`src/rtl/reg_file_wb.sv`:
```
// reg_file_wb
//   Architectural register file at the end of the write-back path. One write
//   port (wb_*) updates the array at the clock edge; two combinational read
//   ports (ra_*/rb_*) serve decode with a same-cycle bypass from the write-back
//   port. A per-register pending-write counter tracks writes issued but not yet
//   written back, and blocks issue on source or destination hazards.
//
// Ports
//   clk, rst_n                 clock, synchronous active-low reset
//   wb_result, wb_rd, wb_write write-back data / destination / enable
//   ra_addr, rb_addr           read port addresses
//   ra_used, rb_used           issuing instruction consumes port A / B
//   iss_valid, iss_wen, iss_rd issue request, writes-a-register flag, destination
//   ra_data, rb_data           read data (combinational, bypassed)
//   stall                      issue blocked this cycle (combinational)
//   iss_accept                 iss_valid & ~stall
module reg_file_wb #(
    parameter int DW     = 32,
    parameter int AW     = 4,
    parameter int NREG   = 16,
    parameter int PEND_W = 2
) (
    input  logic          clk,
    input  logic          rst_n,
    input  logic [DW-1:0] wb_result,
    input  logic [AW-1:0] wb_rd,
    input  logic          wb_write,
    input  logic [AW-1:0] ra_addr,
    input  logic [AW-1:0] rb_addr,
    input  logic          ra_used,
    input  logic          rb_used,
    input  logic          iss_valid,
    input  logic          iss_wen,
    input  logic [AW-1:0] iss_rd,
    output logic [DW-1:0] ra_data,
    output logic [DW-1:0] rb_data,
    output logic          stall,
    output logic          iss_accept
);

    logic [DW-1:0]     regs_q [NREG];
    logic [DW-1:0]     regs_d [NREG];
    logic [PEND_W-1:0] pend_q [NREG];
    logic [PEND_W-1:0] pend_d [NREG];

    logic haz_a;
    logic haz_b;
    logic haz_d;

    // Read ports with zero-latency bypass from the write-back port.
    always_comb begin
        ra_data = (wb_write && (wb_rd == ra_addr)) ? wb_result : regs_q[ra_addr];
        rb_data = (wb_write && (wb_rd == rb_addr)) ? wb_result : regs_q[rb_addr];
    end

    // A source is clear if nothing is pending, or if the write arriving this
    // cycle is the last outstanding one (its data is on the bypass).
    always_comb begin
        haz_a = ra_used && (pend_q[ra_addr] != '0) &&
                !(wb_write && (wb_rd == ra_addr) && (pend_q[ra_addr] == PEND_W'(1)));
        haz_b = rb_used && (pend_q[rb_addr] != '0) &&
                !(wb_write && (wb_rd == rb_addr) && (pend_q[rb_addr] == PEND_W'(1)));
        // Counter saturated: one more in-flight write cannot be tracked.
        haz_d = iss_wen && (pend_q[iss_rd] == '1);
        stall      = iss_valid && (haz_a || haz_b || haz_d);
        iss_accept = iss_valid && !stall;
    end

    always_comb begin
        logic inc;
        logic dec;
        for (int unsigned r = 0; r < NREG; r++) begin
            regs_d[r] = regs_q[r];
            pend_d[r] = pend_q[r];
        end
        if (wb_write) begin
            regs_d[wb_rd] = wb_result;
        end
        for (int unsigned r = 0; r < NREG; r++) begin
            inc = iss_accept && iss_wen && (iss_rd == AW'(r));
            // A stray write-back to an idle register leaves the counter at zero.
            dec = wb_write && (wb_rd == AW'(r)) && (pend_q[r] != '0);
            if (inc && !dec) begin
                pend_d[r] = pend_q[r] + PEND_W'(1);
            end else if (dec && !inc) begin
                pend_d[r] = pend_q[r] - PEND_W'(1);
            end
        end
    end

    always_ff @(posedge clk) begin
        if (!rst_n) begin
            for (int unsigned r = 0; r < NREG; r++) begin
                regs_q[r] <= '0;
                pend_q[r] <= '0;
            end
        end else begin
            for (int unsigned r = 0; r < NREG; r++) begin
                regs_q[r] <= regs_d[r];
                pend_q[r] <= pend_d[r];
            end
        end
    end

endmodule

```
`config.mk`:
```
export PLATFORM = sky130hd
export DESIGN_NAME = reg_file_wb
export DESIGN_NICKNAME = d
export VERILOG_FILES = /design/src/rtl/reg_file_wb.sv
export SDC_FILE = /design/constraint.sdc
export NUM_CORES = 2
export LEC_CHECK = 0
export BUFFER_PORTS_ARGS = -buffer_cell sky130_fd_sc_hd__buf_4
export CAP_MARGIN = 40
export CORE_MARGIN = 2
export CORE_UTILIZATION = 60
export CTS_BUF_LIST = sky130_fd_sc_hd__clkbuf_8 sky130_fd_sc_hd__clkbuf_16
export CTS_CLUSTER_DIAMETER = 50
export DETAILED_ROUTE_END_ITERATION = 10
export MAX_ROUTING_LAYER = met4
export PLACE_DENSITY_LB_ADDON = 0.12
export SLEW_MARGIN = 20
export SYNTH_ARGS = -nofsm -noshare
export SYNTH_HDL_FRONTEND = slang
export SYNTH_SLANG_ARGS = --single-unit
```
`constraint.sdc`:
```
create_clock -name clk -period 5 [get_ports clk]
set_input_delay 0.75 -clock clk [delete_from_list [all_inputs] [get_ports clk]]
set_output_delay 0.75 -clock clk [all_outputs]
set_load 0.02 [all_outputs]
```
==> impl_metrics.yaml <==
routing:
  routedWlPerCell_microns: 26.6
  finalWirelength_mm: 98.6
  viasPerCell: 6.69
  final_antenna_net_count: 0
  drtIter0Drc: 3307
  num_vias: 24800
  route.detailed.drc: 0
  drt-pass1-iter-count: 6
synth:
  ys_async_sr_fraction_pct: 0
  postSynthCellCount: 3061
  ys_ff_latch: 544
  avgSynthCellArea_sq_um: 9.80
  yosysMostFrequentCell: "nand2_1"
  synth_edf_count: 0
  ys_warn_count: 0
  synth_flop_cell: "dfxtp_1"
  synth_top_area_share_pct: 36.3
  syn-num-nets: 3132
  ys_types: 40
  yosys-top-cells-count: "nand2_1, dfxtp_1, a21boi_0, mux4_2, clkbuf_1"
  synth_area_sq_um: 30000
  seq_area_frac_synth_pct: 36.3
  synthTopCellsByArea: "dfxtp_1, mux4_2, a21boi_0"
  yosysTopAreaCell: "dfxtp_1"
final_layout:
  fillers: 3702
  drive_above_1_share_pct: 23.8
  syn_to_final_growth_pct: 11.6
  finalNetCount: 3056
sta:
  drv_slew: 0
  fin_skew_ns: 0.00774
  hold_violations: 0
  rsz0062_at_grt: "false"
  layout_min_cycle_time_ns: 3.98
  final.setup.tns_ns: 0
  worst_slack_ns: 1.02
  relSlewSlack_pct: 43.0
  setup_violations: 0
  min_period_over_period_pct: 79.5
  worst_slew_pin_slew_ns: 0.855
  fmax_ghz: 0.252
power:
  p_sw_w: 0.00249
  intPower_w: 0.00781
  seqPwrFrac_pct: 43.1
  power.share.clock_pct: 48.2
  pwr-share-comb_pct: 8.7
  power_density_nw_per_um2: 308
  power.total_w: 0.0103
  peakVddDrop_mv: 0.283
  switching_share_pct: 24.1
  p_leak_nw: 11.2
setup_path:
  reg2reg_depth: 9
  crit_chain: "buf_6 > buf_12 > mux4_2 > mux4_2 > mux2_2 > buf_4"
  critPathKind: "in -> out"
  cp-end-kind: "primary output"
  timing.rr.end: "pend_q[1][1]"
  rr_startpoint: "pend_q[0][1]"
  crit_family: "multiplexers"
  ff2ff_setup_slack_ns: 1.96
  critPathBufInv: 3
  setup.worst_path.start_class: "input pin"
  crit_slowest_cell: "mux4_2"
  cp_max_fo: 68
  cpMostUsedCell: "mux4_2"
  required_ns: 4.25
  crit_arrival_ns: 3.23
  cp_slowest_stage_delay_ns: 0.59
placed_design:
  gp_congestion: 0.875
  io_buffers: 120
  dpl.hpwl_mm: 52.4
  pre_cts_ws_ns: 1.04
global_route:
  antenna_found_initial: 2
  grt_most_used_layer: "met2"
  grt_use_total_pct: 39.5
  grt_max_degree: 232
  use_met1_pct: 49.1
  grt_pass1_vias: 24200
  overflow: 0
  met2_usage_pct: 61.5
  grt_pass1_wl_mm: 147
  grtUsageMet3_pct: 8.00
clock_network:
  postCtsSetupRepairBufs: 0
  htree_levels: 2
  root_buffer: "clkbuf_16"
  clk_pin_slew_ns: 0.06
  cts_made_buffers: 60
  insertion_delay_ns: 0.64
  cts_max_path_buffers: 3
  cts_tree: "built"
  cts_resized: 0
  cts.hold.buffers_added: 0
  clock-sinks: 544
hold_path:
  min_from: "wb_result[16]"
  holdPathEnd: "regs_q[3][16]"
  hold_depth: 3
  hp-class: "in -> reg"
run:
  cap_violations: 0
floorplanning:
  dieArea_sq_um: 51800
  die_x_microns: 228
  rows: 81
  core_area_sq_um: 49200
  ios: 121
  initial_core_util_pct: 61.0
  fp.dieH_microns: 228
run_status:
  outcome: "finished, final reports clean"
-- per-layer routing --
metal / vias up / share of wire, %
met5: - / 0
met4: 0 / 5.9
met3: 409 / 11
met2: 1625 / 47
met1: 12100 / 37
li1: 10600 / -
-- power by group through the flow --
| stage | registers [W] | logic [W] | clock network [W] |
|---|---|---|---|
| 3_3_place_gp | 0.00452 | 0.000867 | 0 |
| 2_1_floorplan | 0.00451 | 0.000612 | 0 |
| 6_report | 0.00444 | 0.000898 | 0.00496 |
| 5_1_grt | 0.00444 | 0.000940 | 0.00517 |
| 4_1_cts | 0.00443 | 0.000885 | 0.00498 |
| 3_5_place_dp | 0.00453 | 0.000882 | 0 |
-- sequential cells by signal (all words and copies together), names as in the netlist --
name	cells
pend_q	32
regs_q	512
-- stage by stage --
stage	hold slack (ns)	instances	area, sq um	utilization [%]
after floorplan	0.450	3061	30000	-
after global placement	0.458	3586	31200	63.5
after global routing	0.460	3700	33500	68.1
final	0.463	3700	33500	68.1
after CTS	0.439	3697	33400	68.0
after detailed placement	0.467	3586	31200	63.5
-- worst reg2reg max path, cell delays in order, from the launching register on --
cell	delay, ns
dfxtp_1	0.36
mux4_2	0.47
nor2b_1	0.14
a211o_1	0.31
o221ai_1	0.36
nand3_4	0.28
nor2_1	0.20
ha_1	0.27
or3_1	0.35
a21boi_0	0.20
-- cell type report --
| type | instances | area [sq um] | area share (%) |
|---|---|---|---|
| multi-input cells | 2198 | 18000 | 53.8 |
| diodes | 2 | 5.00 | 0.0149 |
| flip-flops and latches | 544 | 10900 | 32.5 |
| clock inverters | 39 | 539 | 1.61 |
| well taps | 664 | 831 | 2.48 |
| inverters | 4 | 15.0 | 0.0448 |
| repair buffers | 177 | 1500 | 4.49 |
| clock buffers | 72 | 1690 | 5.05 |
-- worst max-delay path by stage --
stage / depth (start not counted) / start / slack (ns) / endpoint
after global placement: 6 / ra_addr[0] / 1.05 / ra_data[31]
after CTS: 6 / ra_addr[0] / 1.03 / ra_data[31]
final: 6 / rb_addr[1] / 1.02 / rb_data[30]
after floorplan: 5 / rb_addr[1] / 1.45 / rb_data[14]
after global routing: 8 / rb_addr[0] / 0.90 / iss_accept
after detailed placement: 6 / ra_addr[0] / 1.04 / ra_data[31]
-- cell families after synthesis --
logic type	count (synthesis)	share of synthesized area, %
AO/OA/AOI/OAI	569	14.0
XOR/XNOR	40	1.17
adder cells (fa/ha/maj)	16	0.667
buffers and inverters	319	4.21
flip-flops	544	36.3
multiplexers	416	28.6
AND/OR/NAND/NOR	1157	15.1
-- cells in the final DEF (no fill, tap or decap), types with 2 or more instances in the layout --
cell type / Yosys / layout
mux4_1: 3 / 3
nor3_1: 6 / 2
bufinv_16: 0 / 13
ha_1: 16 / 16
inv_6: 0 / 3
nand2_1: 1053 / 1044
nand2b_1: 5 / 3
mux4_2: 342 / 342
buf_6: 3 / 2
xnor2_1: 18 / 18
clkinvlp_4: 0 / 3
or2_2: 2 / 2
nor2_1: 34 / 22
nand2b_2: 0 / 2
clkbuf_16: 0 / 62
a21boi_0: 528 / 528
o21ai_0: 32 / 32
buf_4: 3 / 161
clkbuf_8: 0 / 11
nor2b_1: 4 / 4
buf_12: 0 / 10
nand2_2: 0 / 9
or3_1: 17 / 16
and2_1: 18 / 17
xor2_1: 22 / 22
nor2_4: 0 / 12
clkinv_2: 0 / 6
mux2_2: 66 / 66
a21oi_1: 2 / 2
nor3_2: 0 / 4
nor3b_1: 3 / 3
mux2i_1: 5 / 5
dfxtp_1: 544 / 544
inv_1: 3 / 15
diode_2: 0 / 2
nand3_2: 0 / 3
buf_8: 0 / 2
nand3_1: 10 / 7
Power figures use the tool's default switching activity.
